File: src/rtl/mesm6_vga_fill.sv
// Fill engine and bus arbiter between the MESM-6 CPU bus and the 4-plane VGA adapter.
// Idle: CPU adapter accesses pass straight through; busy: the engine owns the adapter bus.
module mesm6_vga_fill #(
  parameter int DATA_W = 48,
  parameter int ADDR_W = 14,
  parameter int CNT_W  = 14
) (
  input  logic              clk,
  input  logic              reset,
  output logic              interrupt,
  input  logic [3:0]        s_addr,
  input  logic              s_rd,
  input  logic              s_wr,
  input  logic [DATA_W-1:0] s_wdata,
  output logic [DATA_W-1:0] s_rdata,
  output logic              s_done,
  output logic [2:0]        m_addr,
  output logic              m_rd,
  output logic              m_wr,
  output logic [DATA_W-1:0] m_wdata,
  input  logic [DATA_W-1:0] m_rdata,
  input  logic              m_done
);
  localparam logic [2:0] S_IDLE  = 3'd0;
  localparam logic [2:0] S_INIT  = 3'd1;
  localparam logic [2:0] S_PLANE = 3'd2;
  localparam logic [2:0] S_ADDR  = 3'd3;
  localparam logic [2:0] S_DATA  = 3'd4;
  localparam logic [2:0] S_FIN   = 3'd5;

  logic [2:0]        state;
  logic              rel;
  logic [2:0]        plane;
  logic [ADDR_W-1:0] start_r;
  logic [CNT_W-1:0]  count_r;
  logic [CNT_W-1:0]  remain;
  logic [7:0]        pat_r;
  logic [3:0]        mask_r;
  logic              ie, aborted, irq_pending, abort_req, eng_done;
  logic [DATA_W-1:0] rdata_r, rd_mux;
  logic              busy, eng_sel, eng_act, wr_act, rd_act, ctrl_wr;
  logic [2:0]        next_p;
  logic              unused_bits;

  // Lowest enabled plane at or above 'from'; 4 means none left.
  function automatic logic [2:0] first_plane(input logic [3:0] m, input logic [2:0] from);
    first_plane = 3'd4;
    for (int i = 3; i >= 0; i--)
      if (m[i] && (3'(i) >= from)) first_plane = 3'(i);
  endfunction

  assign busy        = (state != S_IDLE);
  assign eng_sel     = s_addr[3];
  assign eng_act     = eng_sel && (s_rd || s_wr) && !eng_done;
  assign wr_act      = eng_act && s_wr;
  assign rd_act      = eng_act && s_rd;
  assign ctrl_wr     = wr_act && (s_addr[2:0] == 3'd4);
  assign next_p      = first_plane(mask_r, plane);
  assign interrupt   = irq_pending && ie;
  assign unused_bits = ^s_wdata;

  always_comb begin
    rd_mux = '0;
    case (s_addr[2:0])
      3'd0:    rd_mux = DATA_W'(start_r);
      3'd1:    rd_mux = DATA_W'(remain);
      3'd2:    rd_mux = DATA_W'(pat_r);
      3'd3:    rd_mux = DATA_W'(mask_r);
      3'd5:    rd_mux = DATA_W'({ie, irq_pending, aborted, busy});
      default: rd_mux = '0;
    endcase
  end

  // While busy the engine owns m_*; CPU pass-through is held off until the job ends.
  always_comb begin
    m_addr  = '0;
    m_rd    = 1'b0;
    m_wr    = 1'b0;
    m_wdata = '0;
    s_rdata = '0;
    s_done  = 1'b0;
    if (busy) begin
      case (state)
        S_PLANE: begin m_addr = 3'd6; m_wdata = DATA_W'(plane);   m_wr = !rel; end
        S_ADDR:  begin m_addr = 3'd7; m_wdata = DATA_W'(start_r); m_wr = !rel; end
        S_DATA:  begin m_addr = 3'd0; m_wdata = DATA_W'(pat_r);   m_wr = !rel; end
        default: ;
      endcase
    end
    if (eng_sel) begin
      s_done  = eng_done;
      s_rdata = rdata_r;
    end else if (!busy && reset) begin
      m_addr  = s_addr[2:0];
      m_rd    = s_rd;
      m_wr    = s_wr;
      m_wdata = s_wdata;
      s_rdata = m_rdata;
      s_done  = m_done;
    end
  end

  always_ff @(posedge clk or negedge reset) begin
    if (!reset) begin
      state       <= S_IDLE;
      rel         <= 1'b0;
      plane       <= '0;
      start_r     <= '0;
      count_r     <= '0;
      remain      <= '0;
      pat_r       <= '0;
      mask_r      <= '0;
      ie          <= 1'b0;
      aborted     <= 1'b0;
      irq_pending <= 1'b0;
      abort_req   <= 1'b0;
      eng_done    <= 1'b0;
      rdata_r     <= '0;
    end else begin
      eng_done <= eng_sel && (s_rd || s_wr);
      if (rd_act) rdata_r <= rd_mux;
      if (rd_act && (s_addr[2:0] == 3'd5)) irq_pending <= 1'b0;
      // Job parameters are frozen while busy, so they double as the working copies.
      if (wr_act && !busy) begin
        case (s_addr[2:0])
          3'd0:    start_r <= s_wdata[ADDR_W-1:0];
          3'd1:    begin count_r <= s_wdata[CNT_W-1:0]; remain <= s_wdata[CNT_W-1:0]; end
          3'd2:    pat_r   <= s_wdata[7:0];
          3'd3:    mask_r  <= s_wdata[3:0];
          default: ;
        endcase
      end
      if (ctrl_wr) begin
        ie <= s_wdata[3];
        if (s_wdata[2]) irq_pending <= 1'b0;
        if (s_wdata[1] && busy) abort_req <= 1'b1;
      end

      case (state)
        S_IDLE: begin
          if (ctrl_wr && s_wdata[0]) begin
            state       <= S_INIT;
            remain      <= count_r;
            plane       <= '0;
            rel         <= 1'b0;
            aborted     <= 1'b0;
            irq_pending <= 1'b0;
            abort_req   <= 1'b0;
          end
        end
        S_INIT: begin
          if (abort_req || (count_r == '0) || (next_p == 3'd4)) begin
            state <= S_FIN;
          end else if (!m_done) begin
            plane <= next_p;
            state <= S_PLANE;
          end
        end
        S_PLANE, S_ADDR, S_DATA: begin
          // REQ holds the strobe until done; REL waits for done to fall before the next write.
          if (!rel) begin
            if (m_done) begin
              rel <= 1'b1;
              if (state == S_DATA) remain <= remain - CNT_W'(1);
            end
          end else if (!m_done) begin
            rel <= 1'b0;
            if (abort_req) begin
              state <= S_FIN;
            end else if (state == S_PLANE) begin
              state <= S_ADDR;
            end else if (state == S_ADDR) begin
              state <= S_DATA;
            end else if (remain == '0) begin
              remain <= count_r;
              plane  <= plane + 3'd1;
              state  <= S_INIT;
            end
          end
        end
        S_FIN: begin
          irq_pending <= 1'b1;
          aborted     <= abort_req;
          abort_req   <= 1'b0;
          state       <= S_IDLE;
        end
        default: state <= S_IDLE;
      endcase
    end
  end
endmodule

File: config.mk
export PLATFORM = sky130hd
export DESIGN_NAME = mesm6_vga_fill
export DESIGN_NICKNAME = d
export VERILOG_FILES = /design/src/rtl/mesm6_vga_fill.sv
export SDC_FILE = /design/constraint.sdc
export NUM_CORES = 1
export LEC_CHECK = 0
export CAP_MARGIN = 10
export CORE_MARGIN = 5
export CORE_UTILIZATION = 58
export CTS_CLUSTER_DIAMETER = 30
export DETAILED_ROUTE_END_ITERATION = 7
export DONT_BUFFER_PORTS = 1
export PLACE_DENSITY = 0.75
export SYNTH_ARGS = -nofsm -noshare
export SYNTH_HDL_FRONTEND = slang
export SYNTH_SLANG_ARGS = --single-unit
File: constraint.sdc
create_clock -name clk -period 2.45 [get_ports clk]
set_input_delay 0.3675 -clock clk [delete_from_list [all_inputs] [get_ports clk]]
set_output_delay 0.3675 -clock clk [all_outputs]
set_load 0.02 [all_outputs]
### After elaboration in Yosys (flattened, before gate mapping)

Index checks and enable logic that the tools add are counted.

* output and inout port bits: 103
* word-level logic and storage cells: 148
* bits in registers: 114
* bits of input ports: 105

* reduce and logical (&&, ||, !) cells: 38
* eq/ne operators: 22
* order comparisons: 4
* mux-type cells: 68
* $add $sub $neg: 2

Operators with widths (count)
* $mux 48: 4
* $mux 14: 12
* $mux 3: 25
* $pmux 14 s5: 1
* $pmux 14 s3: 1
* $logic_not 14->1: 2
* $pmux 14 s2: 1
* $pmux 3 s3: 2
* $mux 1: 17
* $eq 3x3->1 const B: 5
* $logic_and 1x1->1: 15
* $ne 2x2->1 const B: 7
* $sub 14x1->14 const B: 1
* $eq 3x2->1 const B: 4
* $reduce_and 2->1: 6
* $reduce_and 10->1: 1
* $pmux 1 s2: 4
* $eq 3x1->1 const B: 2
* $ge 1x3->1 const A: 2
* $ge 2x3->1 const A: 2
* $logic_not 3->1: 2
* $pmux 3 s2: 1
* $reduce_bool 3->1: 2
* $ne 5x1->1 const B: 1
* 8 further kinds: 14

### Depth between registers and ports, before layout

Gate-level depths: netlist of the first run.

* depth in word-level cells: 13
* mapped depth: 8
* depth with buffers taken out: 8

### Least setup slack after synthesis of the first run

Ideal clock, no wire load.

* path kind: flip-flop to output port
* from: register state[2]
* to: output s_rdata[10]
* stages on the path, launching flop included: 8
* arrival: 2074 ps
* path slack: 9 ps
* path buffers: 4
* required time: 2082 ps
* cell sequence: dfrtp_1 -> clkbuf_1 -> or3_1 -> clkbuf_1 -> nor3b_1 -> clkbuf_1 -> clkbuf_1 -> a22o_1

* word-level cells in the longest chain between the ends: 5

RTL lines
* start, declared: RTL line 31 `logic [2:0] state;`
* start signal, assigned: RTL line 105 `state <= S_IDLE;`
* start signal, assigned: RTL line 142 `state <= S_INIT;`
* start signal, assigned: RTL line 153 `state <= S_FIN;`
* $reduce_bool 3->1: RTL line 52 `assign busy = (state != S_IDLE);`
* $logic_not 1->1: RTL line 93 `end else if (!busy && reset) begin`
* $logic_and 1x1->1: RTL line 93
* $mux 48: RTL line 93
* $mux 48: RTL line 90 `if (eng_sel) begin`
* end, declared: RTL line 15 `output logic [DATA_W-1:0] s_rdata,`

Every way passes these cells.

### Worst setup path in the final report of the first run

* from: register state[1]
* to: output m_wdata[4]

* word-level cells in the longest chain between the ends: 5

RTL lines
* $eq 3x3->1, or another cell as far along: RTL line 83 `case (state)`
* $pmux 14 s3 or $logic_not 1->1 (tied branches): RTL line 83, 93
* $mux 14 or $logic_and 1x1->1 (tied branches): RTL line 82, 93
* $mux 48: RTL line 93
* $mux 48 *: RTL line 90
* end, declared: RTL line 20 `output logic [DATA_W-1:0] m_wdata,`

Mark *: on every way between the ends. The rest lies on a longest branch, timed or not.

==> metrics.md, run 1 <==
| Metric | Value |
|---|---|
| Status | `finished clean` |
| Syn_area_per_cell | `8.81 sq um` |
| Critical Path RT | `2080 ps` |
| Global route overflow | `0` |
| Vias | `4,947` |
| Fin. Hold Viols | `0` |
| Vias per Instance | `6.76` |
| Clock buffer depth | `2` |
| Max Freq | `408 MHz` |
| Crit Path Class | `reg -> out` |
| Synth Net Count | `701` |
| Worst hold path type | `in -> reg` |
| Synthesized area | `0.00521 sq mm` |
| Routed wire per std cell | `25.1 um` |
| Final setup violation count | `0` |
| Synth area leaders | `dfrtp_1, and2_1, nand2_1` |
| Seq cells post-synth | `80` |
| Number of synthesized flops with an enable pin | `0` |
| Pwr Total | `6.26 mW` |
| WL final | `18,400 um` |
| Synth Warn # | `0` |
| CP max FO | `22` |
| CP arrival | `2080 ps` |
| Site Rows | `34` |
| Antenna viol nets, final | `0` |
| RSZ-0062 raised after global routing | `true` |
| CTS tree | `done` |
| CORE AREA | `0.00872 sq mm` |
| Area share of the largest cell type after synthesis | `38.4%` |
| Number of buffers created by CTS | `9` |
| Util after Layout | `68.9%` |
| Die width | `105 um` |
| Seq/Total Area, Yosys | `38.4%` |
| Main synth FF type | `dfrtp_1` |
| IO Port Bufs | `0` |
| Worst skew pair latency | `370 ps` |
| Pin count of the biggest net entering global routing | `81` |
| Design area | `0.00601 sq mm` |
| Most frequent cells in the layout | `nand2_1, dfrtp_1, buf_4` |
| Yosys cell types | `58` |
| Headroom to the max-slew limit | `62.4%` |
| H-tree depth | `3` |
| Fin. max-slew vios | `0` |
| Placed cell area | `0.00553 sq mm` |
| Peak supply drop | `520 uV` |
| Cell taking the most area after synthesis | `dfrtp_1` |
| HPWL after DPL | `13,800 um` |
| Synthesized instance count | `591` |
| First-pass GRT wire length | `28,100 um` |
| Tot GR Track Use | `32.4%` |
| Setup TNS | `0 ps` |
| Clk sinks | `80` |
| PD cells | `1040 mW/mm^2` |
| Element type at the critical path start | `register` |
| Period utilisation layout | `100%` |
| Max_cap viols | `0` |
| GPL Wtd Cong | `0.904` |
| Clock Skews | `6.88 ps` |
| Commonest non-fill, non-tap cell in the layout | `nand2_1` |
| Area Overhead vs Synth | `15.3%` |
| Worst Max-Slew Pin Slew | `560 ps` |
| Register-to-register setup slack | `70 ps` |
| Die height | `105 um` |
| Fin nets | `725` |
| Initial antenna violation count | `5` |
| Layout cells sized above 1 | `25.8%` |
| Number of global-route vias before repair | `4,703` |
| Critical Path End Type | `output port` |
| Initial core utilization | `59.7%` |
| # IOs | `208` |
| Initial DRC Count | `490` |
| Fraction of registers with async set or reset after synthesis | `100%` |
| Leak | `2.88 nW` |
| Worst-path clk slew | `80 ps` |
| Residual DRC count | `0` |
| Number of iterations in the first detailed-routing pass | `6` |
| Die area | `0.0110 sq mm` |
| Root buffer cell | `clkbuf_8` |
| Minimum clock period | `2450 ps` |
[cell type report]
cell class | instances | area, sq um
fillers | 693 | 2710
multi-input cells | 461 | 3130
diodes | 4 | 10.0
clock buffers | 10 | 128
repair buffers | 49 | 455
well taps | 108 | 135
inverters | 14 | 52.6
clock inverters | 6 | 92.6
flip-flops and latches | 80 | 2000
[cell families (layout without fill, tap and decap cells)]
| logic type | Yosys count | after routing | share of synthesized area (%) |
|---|---|---|---|
| flops | 80 | 80 | 38.4 |
| mux | 44 | 44 | 9.37 |
| compound gates | 143 | 143 | 19.9 |
| xor+xnor | 9 | 9 | 1.51 |
| other cells | 0 | 4 | 0 |
| buf+inv | 50 | 79 | 3.82 |
| fa+ha+maj | 5 | 5 | 1.20 |
| simple gates | 260 | 260 | 25.8 |
[Yosys cell counts (6+ instances only)]
| master | instances |
|---|---|
| nand2_1 | 102 |
| dfrtp_1 | 80 |
| and2_1 | 71 |
| nor2_1 | 32 |
| clkbuf_1 | 31 |
| o21ai_0 | 31 |
| a21oi_1 | 30 |
| mux2_2 | 28 |
| a22o_1 | 27 |
| mux2i_1 | 15 |
| inv_1 | 14 |
| a211o_1 | 10 |
| nor2b_1 | 8 |
| nor3_1 | 7 |
| xnor2_1 | 6 |
[critical path, stage by stage, from the launching register on]
cell	delay (ps)
dfrtp_1	400
or3_4	430
nor3b_4	220
buf_4	170
buf_12	150
a222oi_1	130
inv_1	210
[what timing repair did]
action,CTS,global route
endpoints found under the hold margin,80,0
resized for setup,25,57
hold buffers,2,0
pin swaps,2,4
setup endpoints to repair,62,79
setup buffers,2,1
gates cloned,2,0
[sequential cells by signal, indices dropped and copies added, names as in the netlist]
name         flops
plane            3
rel              1
eng_done         1
pat_r            8
state            3
remain          14
aborted          1
count_r         14
rdata_r         14
abort_req        1
irq_pending      1
ie               1
mask_r           4
start_r         14
[power by group]
group	leakage, nW	total [mW]	switching [mW]	internal [mW]
sequential	1.06	2.02	0.338	1.68
clock	0.108	1.11	0.528	0.581
combinational	1.71	3.13	1.79	1.34
total	2.88	6.26	2.65	3.61
[routing by layer]
layer  part of all wire, %  vias to the layer above  global-route usage (%)
li1                      -                     2150                       -
met1                    38                     2408                    42.0
met2                    48                      332                    51.5
met3                    11                       55                    11.8
met4                   2.8                        2                    8.95
met5                 0.071                        -                       0
[per-stage QoR]
step                cells  hold WS, ps  setup WS (ps)
finish                732          120           1.08
global route          732          105          -50.1
CTS                   727          111          0.171
detailed placement    705         74.7           -268
global placement      705         74.5           -160
floorplan             591         71.9           8.61
[final timing paths]
path | cells past startpoint | endpoint | start
min in group asynchronous | 2 | state[0] | reset
min | 1 | eng_done | s_addr[3]
min reg2reg | 2 | rdata_r[3] | rdata_r[3]
max | 6 | m_wdata[4] | state[1]
max in group asynchronous | 2 | start_r[11] | reset
max reg2reg | 6 | remain[9] | remain[1]
Note: power is estimated with default switching activity, not from simulation.
==> run 2, diff against run 1 <==
- CAP_MARGIN: 10 -> 25
- RECOVER_POWER: not set -> 100
==> metrics.md, run 2 (synthesis gave the netlist of run 1 again) <==
| Metric | Value |
|---|---|
| Status | `finished clean` |
| Clock power frac | `16.5% (-1.2 points)` |
| Layout cells sized above 1 | `21.2% (-4.6 points)` |
| Number of buffers created by CTS | `9 (unchanged)` |
| Critical Path RT | `2080 ps (about the same)` |
| Crit-path cells | `or3_4 -> nor3b_4 -> buf_6 -> buf_12 -> a22o_1` |
| Number of iterations in the first detailed-routing pass | `6 (unchanged)` |
| Residual DRC count | `0 (unchanged)` |
| R2R Path Start | `remain[9]` |
| Worst-path clk slew | `90 ps (about the same)` |
| Die width | `105 um (unchanged)` |
| Util after Layout | `67.4% (-1.4 points)` |
| CP max stage cell | `or3_4` |
| Sw Pwr | `2.62 mW (-1.2%)` |
| H-tree depth | `3 (unchanged)` |
| Comb pwr share | `50.3% (+0.3 points)` |
| First-pass GRT wire length | `28,000 um (-0.47%)` |
| Worst hold path type | `in -> reg` |
| Number of global-route vias before repair | `4,753 (+1.1%)` |
| Worst hold path startpoint | `s_wdata[6]` |
| PD cells | `1030 mW/mm^2 (-0.95%)` |
| Clock Skews | `12.9 ps (+6.03 ps)` |
| Fin nets | `727 (+0.28%)` |
| Buf+Inv Stages, Crit Path | `2 (-1)` |
| GPL Wtd Cong | `0.904 (unchanged)` |
| Worst skew pair latency | `360 ps (about the same)` |
| CP max FO | `15 (-32%)` |
| Reg power frac | `33.1% (+0.8 points)` |
| Period utilisation layout | `98.1% (-1.8 points)` |
| Headroom to the max-slew limit | `26.2% (-36 points)` |
| Die height | `105 um (unchanged)` |
| CTS tree | `done` |
| HPWL after DPL | `13,800 um (+0.11%)` |
| RSZ-0062 raised after global routing | `true` |
| Tot GR Track Use | `32.1% (-0.32 points)` |
| Global route overflow | `0 (unchanged)` |
| # IOs | `208 (unchanged)` |
| Final setup violation count | `0 (unchanged)` |
| Number of fill cells | `699 (+0.87%)` |
| Initial core utilization | `59.7% (unchanged)` |
| Element type at the critical path start | `register` |
| Initial DRC Count | `481 (-1.8%)` |
| Root buffer cell | `clkbuf_8` |
| IO Port Bufs | `0 (unchanged)` |
| Critical path origin | `state[1]` |
| Peak supply drop | `557 uV (+7.0%)` |
| WL final | `18,200 um (-0.84%)` |
| CP arrival | `2040 ps (-40 ps)` |
| Worst Max-Slew Pin Slew | `1110 ps (+546 ps)` |
| Clock buffer depth | `2 (unchanged)` |
| CORE AREA | `0.00872 sq mm (unchanged)` |
| Setup TNS | `0 ps (unchanged)` |
| Initial antenna violation count | `3 (-2)` |
| Setup WS post-layout | `46.0 ps (+44.9 ps)` |
| Vias per Instance | `6.75 (-0.14%)` |
| Max_cap viols | `0 (unchanged)` |
| Routed wire per std cell | `24.9 um (-0.97%)` |
| Critical Path End Type | `output port` |
| Net Sw Frac | `43.2% (+0.79 points)` |
| Most frequent cells in the layout | `nand2_1, dfrtp_1, and2_1` |
| Crit Path Class | `reg -> out` |
| Area Overhead vs Synth | `12.9%` |
| Fin. max-slew vios | `0 (unchanged)` |
| Fin. Hold Viols | `0 (unchanged)` |
| Leak | `2.81 nW (-2.4%)` |
| Clk sinks | `80 (unchanged)` |
| Int Power | `3.45 mW (-4.4%)` |
| Cell family with most CP delay | `simple AND/OR/NAND/NOR gates` |
| Max Freq | `416 MHz (+1.9%)` |
| CP max stage delay | `430 ps (about the same)` |
| Antenna viol nets, final | `0 (unchanged)` |
| Vias | `4,947 (unchanged)` |
| Minimum clock period | `2400 ps (-44.9 ps)` |
| Pre-CTS setup slack | `60.2 ps (+328 ps)` |
| Pin count of the biggest net entering global routing | `81 (unchanged)` |
| Site Rows | `34 (unchanged)` |
| Commonest non-fill, non-tap cell in the layout | `nand2_1` |
| Die area | `0.0110 sq mm (unchanged)` |
## run 2: cell count changes in the layout (fill, tap and decap cells not counted), moves of 2 or more
cell      before  now
buf_4         41   28
a22o_2         8    0
a22o_1        19   27
clkbuf_2       0    5
and2_2        29   26
and2_1        29   42
clkbuf_4       0    2
clkbuf_1       1    7
and2_4        13    2
buf_6          2    4
buf_16         2    0
## run 2: cell type report
| type | instances | area (sq um) | area share [%] |
|---|---|---|---|
| diodes | 3 | 7.51 | 0.128 |
| clock inverters | 6 | 68.8 | 1.17 |
| repair buffers | 51 | 417 | 7.08 |
| multi-input cells | 461 | 3070 | 52.2 |
| clock buffers | 10 | 128 | 2.17 |
| flip-flops and latches | 80 | 2000 | 34.0 |
| inverters | 14 | 52.6 | 0.893 |
| well taps | 108 | 135 | 2.30 |
## run 2: metal layers
metal	global-route usage, %	up-vias	part of all wire [%]
met1	41.8	2400	38
met2	52.2	350	49
met4	6.94	0	1.8
met5	3.13	-	0
li1	-	2158	-
met3	10.6	39	12
## run 2: final timing paths
| path | slack, ps | cells after the start | end |
|---|---|---|---|
| setup / recovery | 50 | 5 | s_rdata[0] |
| hold / removal | 140 | 2 | count_r[6] |
| setup reg to reg | 80 | 8 | remain[2] |
| hold reg to reg | 490 | 2 | rdata_r[3] |
| max in group asynchronous | 920 | 2 | pat_r[4] |
| min in group asynchronous | 850 | 2 | aborted |
## run 2: timing repair
item,CTS,global route
setup endpoints to repair,56,92
endpoints found under the hold margin,80,0
gates resized for setup,14,34
hold buffers,2,0
cloned,2,1
setup buffers,2,1
pin swaps,1,1
## run 2: power by group through the flow
stage	clock [mW]	sequential, mW	combinational [mW]
2_1_floorplan	0	1.95	2.09
3_3_place_gp	0	1.99	2.80
3_5_place_dp	0	2.02	2.88
4_1_cts	1.00	2.00	2.99
5_1_grt	1.06	2.05	3.32
6_report	1.00	2.01	3.06
## run 2: worst register-to-register path: stages (launching register included)
cell	delay [ps]
dfrtp_1	440
or4_4	600
nor4b_2	220
clkbuf_2	230
nand3_4	100
clkbuf_2	190
nand2_1	160
o221ai_1	160
o211ai_1	170
## run 2: through the flow
step | hold slack [ps] | std cells | total power, mW | instance area, sq um
floorplan | 71.9 | 591 | 4.04 | 5210
global placement | 74.5 | 705 | 4.80 | 5530
detailed placement | 74.7 | 706 | 4.91 | 5530
CTS | 135 | 728 | 5.99 | 5850
global route | 128 | 733 | 6.44 | 5880
finish | 139 | 733 | 6.07 | 5880
==> run 3, diff against run 2 <==
- ABC_AREA: not set -> 1
- CORE_ASPECT_RATIO: not set -> 0.75
- CORE_UTILIZATION: 58 -> 59
- PLACE_DENSITY: 0.75 -> 0.77
- clock period: 2.45 -> 2.2 ns (I/O delays scaled with it)
==> metrics.md, run 3 <==
| Metric | Value |
|---|---|
| Synth Net Count | `1,001 (+43%)` |
| Initial DRC Count | `843 (+75%)` |
| Worst hold slack | `-324 ps (-463 ps)` |
| Fin. max-slew vios | `0 (unchanged)` |
| Max_cap viols | `0 (unchanged)` |
| Cell depth of the worst flop-to-flop path | `10 (+2)` |
| Clock buffer depth | `2 (unchanged)` |
| Element type at the critical path start | `register` |
| Routed wire per std cell | `19.3 um (-23%)` |
| Fin. Hold Viols | `80 (+80)` |
| Synth Warn # | `0 (unchanged)` |
| CORE AREA | `0.00962 sq mm (+10%)` |
| Number of iterations in the first detailed-routing pass | `7 (+1)` |
| IO Port Bufs | `0 (unchanged)` |
| Site Rows | `31 (-8.8%)` |
| WL final | `21,800 um (+20%)` |
| First-pass GRT wire length | `32,400 um (+16%)` |
| Period utilisation layout | `98.1%` |
| Vias | `6,628 (+34%)` |
| Most frequent cells in the layout | `inv_1, nand2_1, buf_4` |
| Critical Path End Type | `output port` |
| Synthesized area | `0.00579 sq mm (+11%)` |
| Layout cells sized above 1 | `18.9% (-2.3 points)` |
| GPL Wtd Cong | `0.973 (+7.7%)` |
| Top cells by count, synth | `inv_1, nand2_1, nor2_1, dfrtp_1, o21ai_0` |
| HPWL after DPL | `16,600 um (+21%)` |
| Residual DRC count | `0 (unchanged)` |
| Crit Path Class | `reg -> out` |
| Minimum clock period | `2160 ps` |
| H-tree depth | `3 (unchanged)` |
| Status | `finished, violations left` |
| Clock Skews | `6.87 ps (-6.03 ps)` |
| Worst Max-Slew Pin Slew | `789 ps (-317 ps)` |
| Peak supply drop | `931 uV (+67%)` |
| Number of fill cells | `774 (+11%)` |
| Yosys cell types | `34 (-41%)` |
| Die area | `0.0119 sq mm (+8.5%)` |
| Tot GR Track Use | `34.9% (+2.8 points)` |
| Main synth FF type | `dfrtp_1` |
| Initial core utilization | `60.1% (+0.42 points)` |
| CP arrival | `1830 ps (-210 ps)` |
| Antenna viol nets, final | `0 (unchanged)` |
| Global route overflow | `0 (unchanged)` |
| Pwr Total | `8.62 mW (+42%)` |
| Headroom to the max-slew limit | `47.4% (+21 points)` |
| Worst-path clk slew | `70 ps (-20 ps)` |
| Final setup violation count | `0 (unchanged)` |
| R2R Path Start | `state[1]` |
| Commonest non-fill, non-tap cell in the layout | `inv_1` |
| Initial antenna violation count | `2 (-1)` |
| Failing checks | `hold timing` |
| CP max FO | `35 (+20)` |
| Antenna cells | `0 (-3)` |
| Worst skew pair latency | `340 ps (-20 ps)` |
| Register-to-register setup slack | `140 ps (+60 ps)` |
| Pre-CTS setup slack | `108 ps (+48.0 ps)` |
| Vias per Instance | `5.86 (-13%)` |
| Setup WS post-layout | `41.4 ps (-4.52 ps)` |
| Worst R2R End | `remain[11]` |
| Number of synthesized flops with an enable pin | `0 (unchanged)` |
| Seq/Total Area, Yosys | `34.6% (-3.8 points)` |
| Root buffer cell | `clkbuf_16` |
| Most common cell in the synthesized netlist | `inv_1` |
| Clk sinks | `80 (unchanged)` |
| Area share of the largest cell type after synthesis | `34.6% (-3.8 points)` |
| RSZ-0062 raised after global routing | `true` |
| CTS tree | `done` |
| Critical Path RT | `1870 ps (-210 ps)` |
| Leak | `3.96 nW (+41%)` |
| Pin count of the biggest net entering global routing | `82 (+1.2%)` |
| PD cells | `1210 mW/mm^2 (+17%)` |
| Syn_area_per_cell | `6.49 sq um (-26%)` |
| Number of buffers created by CTS | `9 (unchanged)` |
| Area Overhead vs Synth | `22.9%` |
| Max Freq | `463 MHz` |
| Die height | `95.8 um (-8.6%)` |
| Die width | `124 um (+19%)` |
| Seq cells post-synth | `80 (unchanged)` |
| Synth area leaders | `dfrtp_1, inv_1, nand2_1` |
| # IOs | `208 (unchanged)` |
| Fraction of registers with async set or reset after synthesis | `100% (unchanged)` |
| Worst hold path type | `in -> async` |
| Synthesized instance count | `891 (+51%)` |
| Fin nets | `1,105 (+52%)` |
| Cell taking the most area after synthesis | `dfrtp_1` |
| Number of global-route vias before repair | `6,074 (+28%)` |
==> run 3: changes by cell type after synthesis, moves of 11 or more <==
cell / before / now
buf_2: 3 / 18
clkbuf_1: 31 / 8
o21ai_1: 0 / 12
nand2_1: 102 / 179
o21bai_1: 0 / 11
a22o_1: 27 / 0
inv_1: 14 / 180
nor2_1: 32 / 120
nand3_1: 5 / 63
o21ai_0: 31 / 73
o22ai_1: 5 / 31
and2_1: 71 / 0
mux2i_1: 15 / 0
mux2_2: 28 / 0
==> run 3: routing by layer <==
layer / GRT usage (%) / wire length [um] / vias up
li1: - / - / 3022
met1: 46.4 / 8320 / 3048
met2: 54.3 / 9840 / 491
met3: 11.5 / 3010 / 63
met4: 11.9 / 621 / 4
met5: 0 / 26 / -
==> run 3: cells by family after synthesis <==
group           count (synthesis)  share of synthesized area (%)
simple gates                  401                           30.1
flops                          80                           34.6
fa+ha+maj                       5                           1.08
xor+xnor                        5                          0.757
buf+inv                       222                           15.5
compound gates                178                           18.0
==> run 3: stage by stage <==
stage          hold WS [ps]  std cells  cell area (sq um)  util [%]  setup TNS [ps]
6_report               -324       1132               7110      73.9               0
5_1_grt                -333       1132               7110      73.9            -111
4_1_cts                -324       1130               7080      73.6               0
3_5_place_dp           38.5       1110               6690      69.5               0
3_3_place_gp           39.0       1110               6690      69.5               0
2_1_floorplan          34.4        891               5790         -               0
==> run 3: how the worst max path moves through the flow <==
| stage | start | endpoint | slack (ps) | cells past startpoint |
|---|---|---|---|---|
| floorplan | state[1] | m_addr[0] | 310 | 6 |
| global placement | state[2] | m_wdata[3] | 140 | 5 |
| detailed placement | state[2] | m_wdata[4] | 110 | 5 |
| CTS | state[1] | m_wdata[8] | 5 | 7 |
| global route | state[0] | m_wdata[6] | -40 | 7 |
| finish | state[0] | m_wdata[6] | 40 | 7 |
==> run 3: report_power, final <==
group	total [mW]	internal [mW]	switching (mW)	leakage, nW
combinational	4.51	1.53	2.98	2.76
sequential	2.41	1.96	0.455	1.04
clock	1.70	1.07	0.632	0.167
==> run 3: critical path, stage by stage, from the launching register on <==
cell and delay (ps):
dfrtp_2 450, nor2_4 110, nand2_2 130, inv_4 110, nand3_4 80, buf_8 190
o211ai_1 210, buf_4 180
==> run 3: final cells by class <==
| class | instances | area (sq um) | area share, % |
|---|---|---|---|
| Sequential cell | 80 | 2000 | 28.2 |
| Tap cell | 132 | 165 | 2.32 |
| Clock buffer | 11 | 253 | 3.55 |
| Inverter | 190 | 719 | 10.1 |
| Timing Repair Buffer | 125 | 956 | 13.4 |
| Multi-Input combinational cell | 589 | 2930 | 41.2 |
| Clock inverter | 5 | 86.3 | 1.21 |
==> run 3: timing repair <==
action                                 4_1_cts  5_1_grt
setup endpoints to repair                   17       44
endpoints found under the hold margin       80       80
pin swaps                                    1        1
buffers inserted                             4        2
gates resized for setup                      7       12
